`src/rtl/mul_div_seq_pkg.sv`:
```
// Shared types and constants for the mul_div_seq iterative multiply/divide unit.
// Build option DIV_ZERO_EN (used by the interface and top) enables the divide-by-zero fast path.
package mul_div_pkg;

    typedef enum logic [1:0] {
        IDLE = 2'd0,
        RUN  = 2'd1,
        FIN  = 2'd2
    } state_t;

    localparam logic MODE_MUL = 1'b0;
    localparam logic MODE_DIV = 1'b1;

    // Iteration counter must be able to hold the value WIDTH itself.
    function automatic int cnt_width(input int width);
        return $clog2(width + 1);
    endfunction

endpackage

```
`src/rtl/mul_div_seq_if.sv`:
```
// Operation bus between a requester and mul_div_seq.
// ERR exists only when DIV_ZERO_EN is defined.
//
// Handshake: the requester raises START for one cycle; it is taken on any edge
// where BUSY is low (IDLE or FIN), together with MODE/A/B. A START seen while
// BUSY is high is dropped. DONE pulses for one cycle when RESULT becomes valid,
// and RESULT stays stable until the next completion or reset.
interface mul_div_seq_if #(parameter int WIDTH = 4);

    logic                 START;
    logic                 MODE;
    logic [WIDTH-1:0]     A;
    logic [WIDTH-1:0]     B;
    logic                 BUSY;
    logic                 DONE;
    logic [2*WIDTH-1:0]   RESULT;
`ifdef DIV_ZERO_EN
    logic                 ERR;

    modport master (output START, MODE, A, B, input BUSY, DONE, RESULT, ERR);
    modport slave  (input START, MODE, A, B, output BUSY, DONE, RESULT, ERR);
`else
    modport master (output START, MODE, A, B, input BUSY, DONE, RESULT);
    modport slave  (input START, MODE, A, B, output BUSY, DONE, RESULT);
`endif

endinterface

```
`src/rtl/mul_div_seq_addsub_row.sv`:
```
// One row of ripple full adders; SUB turns it into A - B via A + ~B + 1.
// full_adder is the shared single-bit arithmetic cell of the array datapath.
module full_adder (
    input  logic a,
    input  logic b,
    input  logic cin,
    output logic sum,
    output logic cout
);
    assign sum  = a ^ b ^ cin;
    assign cout = (a & b) | (cin & (a ^ b));
endmodule

module addsub_row #(parameter int WIDTH = 4) (
    input  logic [WIDTH-1:0] a,
    input  logic [WIDTH-1:0] b,
    input  logic             sub,
    output logic [WIDTH-1:0] sum,
    output logic             cout
);
    logic [WIDTH:0] carry;

    assign carry[0] = sub;
    assign cout     = carry[WIDTH];

    for (genvar i = 0; i < WIDTH; i++) begin : g_cell
        full_adder u_fa (
            .a   (a[i]),
            .b   (b[i] ^ sub),
            .cin (carry[i]),
            .sum (sum[i]),
            .cout(carry[i+1])
        );
    end
endmodule

```
`src/rtl/mul_div_seq.sv`:
```
// Iterative unsigned multiply (shift-add) / restoring divide over one adder row.
// Define DIV_ZERO_EN to finish divide-by-zero in one cycle with ERR raised.
module mul_div_seq
    import mul_div_pkg::*;
#(
    parameter int WIDTH = 4
) (
    input  logic          CLK,
    input  logic          RST,
    mul_div_seq_if.slave  bus,
    output state_t        dbg_state
);

    localparam int CNT_W = cnt_width(WIDTH);
    localparam logic [CNT_W-1:0] CNT_LAST = CNT_W'(WIDTH);

    state_t               state;
    state_t               state_next;
    logic                 mode_reg;
    logic [WIDTH-1:0]     b_reg;
    logic [WIDTH-1:0]     acc;
    logic [WIDTH-1:0]     q;
    logic [CNT_W-1:0]     cnt;
    logic [CNT_W-1:0]     cnt_inc;
    logic [2*WIDTH-1:0]   result;
    logic                 accept;
    logic                 div0;
    logic                 last_iter;

    logic [WIDTH-1:0]     row_a;
    logic [WIDTH-1:0]     row_b;
    logic [WIDTH-1:0]     row_sum;
    logic                 row_cout;
    logic                 ge;
    logic [WIDTH-1:0]     acc_n;
    logic [WIDTH-1:0]     q_n;

    assign accept    = bus.START && (state != RUN);
    assign cnt_inc   = cnt + CNT_W'(1);
    assign last_iter = (cnt_inc == CNT_LAST);

`ifdef DIV_ZERO_EN
    assign div0 = (bus.MODE == MODE_DIV) && (bus.B == '0);
`else
    assign div0 = 1'b0;
`endif

    // Divide feeds the row with {r, q} already shifted left by one.
    assign row_a = (mode_reg == MODE_DIV) ? {acc[WIDTH-2:0], q[WIDTH-1]} : acc;
    assign row_b = (mode_reg == MODE_DIV || q[0]) ? b_reg : '0;

    addsub_row #(.WIDTH(WIDTH)) u_row (
        .a   (row_a),
        .b   (row_b),
        .sub (mode_reg),
        .sum (row_sum),
        .cout(row_cout)
    );

    always_comb begin
        ge    = 1'b0;
        acc_n = acc;
        q_n   = q;
        if (mode_reg == MODE_DIV) begin
            // The bit shifted out of r means the shifted value exceeds any divisor.
            ge    = row_cout | acc[WIDTH-1];
            acc_n = ge ? row_sum : row_a;
            q_n   = {q[WIDTH-2:0], ge};
        end else begin
            acc_n = {row_cout, row_sum[WIDTH-1:1]};
            q_n   = {row_sum[0], q[WIDTH-1:1]};
        end
    end

    always_ff @(posedge CLK) begin
        if (RST) state <= IDLE;
        else     state <= state_next;
    end

    always_comb begin
        state_next = state;
        case (state)
            IDLE:    if (bus.START) state_next = div0 ? FIN : RUN;
            RUN:     if (last_iter) state_next = FIN;
            FIN:     if (bus.START) state_next = div0 ? FIN : RUN;
                     else           state_next = IDLE;
            default: state_next = IDLE;
        endcase
    end

    always_ff @(posedge CLK) begin
        if (RST) begin
            mode_reg <= MODE_MUL;
            b_reg    <= '0;
            acc      <= '0;
            q        <= '0;
            cnt      <= '0;
            result   <= '0;
        end else if (accept) begin
            mode_reg <= bus.MODE;
            b_reg    <= bus.B;
            acc      <= '0;
            q        <= bus.A;
            cnt      <= '0;
            if (div0) result <= {bus.A, {WIDTH{1'b1}}};
        end else if (state == RUN) begin
            acc <= acc_n;
            q   <= q_n;
            cnt <= cnt_inc;
            if (last_iter) result <= {acc_n, q_n};
        end
    end

`ifdef DIV_ZERO_EN
    logic err;

    always_ff @(posedge CLK) begin
        if (RST)         err <= 1'b0;
        else if (accept) err <= div0;
    end

    assign bus.ERR = err;
`endif

    assign bus.BUSY   = (state == RUN);
    assign bus.DONE   = (state == FIN);
    assign bus.RESULT = result;
    assign dbg_state  = state;

endmodule

```
`src/flat_wrapper.sv`:
```
// flat-port wrapper written by rule: the top's interface ports become plain ports
module mul_div_seq_flat import mul_div_pkg::*;
#(
    parameter int WIDTH = 4
)
  (CLK, RST, dbg_state, bus_START, bus_MODE, bus_A, bus_B, bus_BUSY, bus_DONE, bus_RESULT);
  mul_div_seq_if #(.WIDTH(WIDTH)) bus_i ();
  input  logic CLK;
  input  logic RST;
  output state_t dbg_state;
  input wire logic [$bits(bus_i.START)-1:0] bus_START;
  input wire logic [$bits(bus_i.MODE)-1:0] bus_MODE;
  input wire logic [$bits(bus_i.A)-1:0] bus_A;
  input wire logic [$bits(bus_i.B)-1:0] bus_B;
  output wire logic [$bits(bus_i.BUSY)-1:0] bus_BUSY;
  output wire logic [$bits(bus_i.DONE)-1:0] bus_DONE;
  output wire logic [$bits(bus_i.RESULT)-1:0] bus_RESULT;
  assign bus_i.START = bus_START;
  assign bus_i.MODE = bus_MODE;
  assign bus_i.A = bus_A;
  assign bus_i.B = bus_B;
  assign bus_BUSY = bus_i.BUSY;
  assign bus_DONE = bus_i.DONE;
  assign bus_RESULT = bus_i.RESULT;
  mul_div_seq #(.WIDTH(WIDTH)) u_core (.CLK(CLK), .RST(RST), .bus(bus_i), .dbg_state(dbg_state));
endmodule
```
`config.mk`:
```
export PLATFORM = sky130hd
export DESIGN_NAME = mul_div_seq_flat
export DESIGN_NICKNAME = d
export VERILOG_FILES = /design/src/rtl/mul_div_seq_pkg.sv /design/src/rtl/mul_div_seq_if.sv /design/src/rtl/mul_div_seq_addsub_row.sv /design/src/rtl/mul_div_seq.sv /design/src/flat_wrapper.sv
export SDC_FILE = /design/constraint.sdc
export NUM_CORES = 1
export LEC_CHECK = 0
export ABC_AREA = 1
export CAP_MARGIN = 20
export CORE_ASPECT_RATIO = 0.8
export CORE_UTILIZATION = 47
export CTS_CLUSTER_SIZE = 30
export DETAILED_ROUTE_END_ITERATION = 10
export HOLD_SLACK_MARGIN = 0.05
export PLACE_DENSITY = 0.74
export SLEW_MARGIN = 20
export SYNTH_ARGS = -nofsm -noshare
export SYNTH_HDL_FRONTEND = slang
export SYNTH_SLANG_ARGS = --single-unit
```
`constraint.sdc`:
```
create_clock -name CLK -period 2.8 [get_ports CLK]
set_input_delay 0.56 -clock CLK [delete_from_list [all_inputs] [get_ports CLK]]
set_output_delay 0.56 -clock CLK [all_outputs]
set_load 0.02 [all_outputs]
```
==> results of run 1 <==
[worst reg2reg max path, stage by stage, from the launching register on]
cell     delay (ps)
dfxtp_4         370
buf_12          150
inv_2            50
nand2_1          50
nand2_1          50
nand2_1          80
o21a_1          130
fa_1            370
inv_1            70
fa_1            150
inv_1            50
fa_1            390
nor2_2          130
a21oi_1          80
o21ai_1         110
o21ai_0         140
nor2_1          140
nor2_1           50
[final timing paths]
path                          end  slack [ps]  cells past startpoint
min reg2reg  u_core.bus.RESULT[1]         470                      2
min          u_core.bus.RESULT[1]         470                      2
max reg2reg  u_core.bus.RESULT[7]         140                     17
max          u_core.bus.RESULT[7]         140                     17
[where the power goes]
group / internal [W] / leakage (nW) / switching [W]
sequential: 0.000387 / 0.213 / 0.0000136
combinational: 0.0000736 / 0.554 / 0.000102
clock: 0.0000962 / 0.0216 / 0.000109
[cell families after synthesis]
logic type	share of synthesized area, %
AND/OR/NAND/NOR	26.0
AO/OA/AOI/OAI	18.7
buffers and inverters	12.1
flip-flops	35.6
adder cells (fa/ha/maj)	5.81
XOR/XNOR	1.80
[per-stage QoR]
stage | instance area, um^2 | hold slack [ps] | utilization [%] | cells | setup WS, ps
after CTS | 1780 | 468 | 62.3 | 269 | 80.4
final | 1790 | 465 | 62.7 | 269 | 138
after floorplan | 1460 | 441 | - | 206 | 89.6
after global routing | 1790 | 486 | 62.7 | 269 | -6.72
after detailed placement | 1730 | 455 | 60.8 | 266 | 96.1
after global placement | 1730 | 454 | 60.8 | 266 | 193
[metal layers]
metal  vias to the layer above  wire length (um)
met1                       540              1520
met2                        39              1320
met5                         -                 0
met3                         0               169
li1                        699                 -
met4                         0                 0
[cells in the final DEF, fill, tap and decap left out, types with 2 or more instances in the layout]
| master | Yosys | routed |
|---|---|---|
| nor2_2 | 3 | 4 |
| o21a_1 | 2 | 2 |
| nand2_4 | 2 | 2 |
| ha_1 | 2 | 2 |
| clkdlybuf4s50_1 | 0 | 23 |
| nand3_1 | 12 | 12 |
| fa_1 | 3 | 3 |
| nand2_2 | 2 | 2 |
| o21ai_2 | 2 | 2 |
| nor2_1 | 20 | 19 |
| o21ai_0 | 19 | 18 |
| nand2_1 | 43 | 43 |
| buf_4 | 1 | 3 |
| xor2_1 | 2 | 2 |
| inv_1 | 30 | 30 |
| or2_2 | 2 | 2 |
| inv_2 | 2 | 2 |
| clkbuf_8 | 0 | 3 |
| a21oi_1 | 20 | 20 |
| a21oi_2 | 3 | 3 |
| dfxtp_1 | 26 | 24 |
[cell usage after synthesis (all sizes together)]
library cell,n
o21ai,21
fa,3
nand3,12
o211ai,1
a21oi,23
xor2,2
inv,32
dfxtp,26
ha,2
o21a,2
or2,3
a211oi,1
xnor2,1
buf,6
nor2,24
nand2,47
[final cells by class]
cell class,count,area [um^2]
inverter,32,120
fill,277,1060
sequential,26,526
tap,38,47.5
multi-input combinational,142,768
clock buffer,3,41.3
timing repair buffer,28,284
[timing repair]
action	CTS	global route
buffers inserted	0	0
resized for setup	0	6
endpoints found under the setup margin	0	8
==> run summary, run 1 <==
Starting DRC count in detailed routing: 55
Net count after synthesis: 223
GR Layer Usage met3: 5.26%
Die H: 51.9 um
Seq/Total Area, Yosys: 35.6%
Post-synth top area cell: dfxtp_1
Worst hold path startpoint: u_core.bus.RESULT[1]
Routability congestion estimate: 0.832
RSZ-0062 raised after global routing: true
H-Tree Depth: 1
Cts hold-fix bufs: 0
# DRC: 0
Status: finished clean
Mapped Cells: 206
DR vias: 1278
Part of the cycle the worst path needs: 95.1%
Crit path capture type: flip-flop
Remaining global-route overflow: 0
Clock transition at the registers of the reported paths: 80 ps
Detail Route Antenna Nets: 0
CTS Buf Count: 3
Kind of critical path: flip-flop to flip-flop
# IOs: 24
Clock skew: 1.88 ps
Die area: 3340 um^2
Critical path, cell by cell: buf_12, inv_2, nand2_1, nand2_1, nand2_1, o21a_1, fa_1, inv_1, fa_1, inv_1, fa_1, nor2_2, a21oi_1, o21ai_1, o21ai_0, nor2_1, nor2_1
Crit path launch: u_core.mode_reg
Vias in the first global route: 1100
Share of cells above drive strength 1: 12.6%
Top cells by area, synth: dfxtp_1, nand2_1, inv_1
TritonRoute pass-1 iters: 4
Worst path max stage delay: 390 ps
Post-synth cell types: 26
Slew headroom: 70.6%
Share of the synthesized area in the top cell type: 35.6%
Port Buffers: 23
Starting Density: 51.4%
R2r startpoint: u_core.mode_reg
GRT Util Overall: 20.4%
Layout area overhead: 22.1%
Number of flip-flops in the largest register: 8
Worst slew pin tran: 436 ps
Fmax: 376 MHz
Worst-Skew Late Latency: 260 ps
Overall Power: 0.000781 W
Crit-path slowest cell: fa_1
Grt met2 use: 31.4%
Max-Cap Viols: 0
Post-layout min period: 2660 ps
Final Slew Violations: 0
Initial antenna violation count: 0
Setup TNS: 0 ps
FP Rows: 17
Root Buffer: clkbuf_8
#FFs+latches synth: 26
Mapped cell area: 1460 um^2
CP startpoint kind: flip-flop
Syn. warnings: 0
First-pass GRT wire length: 5180 um
Required time worst endpoint: 2960 ps
Crit path arrival time: 2830 ps
CTS sink cnt: 26
Met1 global-route usage: 29.3%
Syn avg cell area: 7.11 um^2
Min-Delay Path Class: flip-flop to flip-flop
Die width: 64.4 um
ANT cells: 0
Hold Fails Final Rpt: 0
Drt via density: 4.75
Global route hottest layer: met2
Detail-routed net length per standard cell: 11.2 um
Total wire length: 3020 um
Clock Path Buffers: 2
Largest net degree at the start of global routing: 19
Core box area: 2850 um^2
Power Density: 437 nW/um^2
Critical path buffer and inverter count: 4
Lkg Pwr: 0.788 nW
Layout Nets: 250
Detailed Place HPWL: 2320 um
Max FO, Critical Path: 18
Crit-path leading delay family: adder cells
Maximum vdd ir drop: 0.331 mV
CTS tree: done
Setup-failing EPs final: 0
Power figures use the tool's default switching activity.
==> run 2: changes to the inputs <==
Settings changed: CTS_CLUSTER_SIZE 30 to unset.
==> results of run 2 <==
Same layout as run 1: the final DEF is identical, and so are final timing and power.
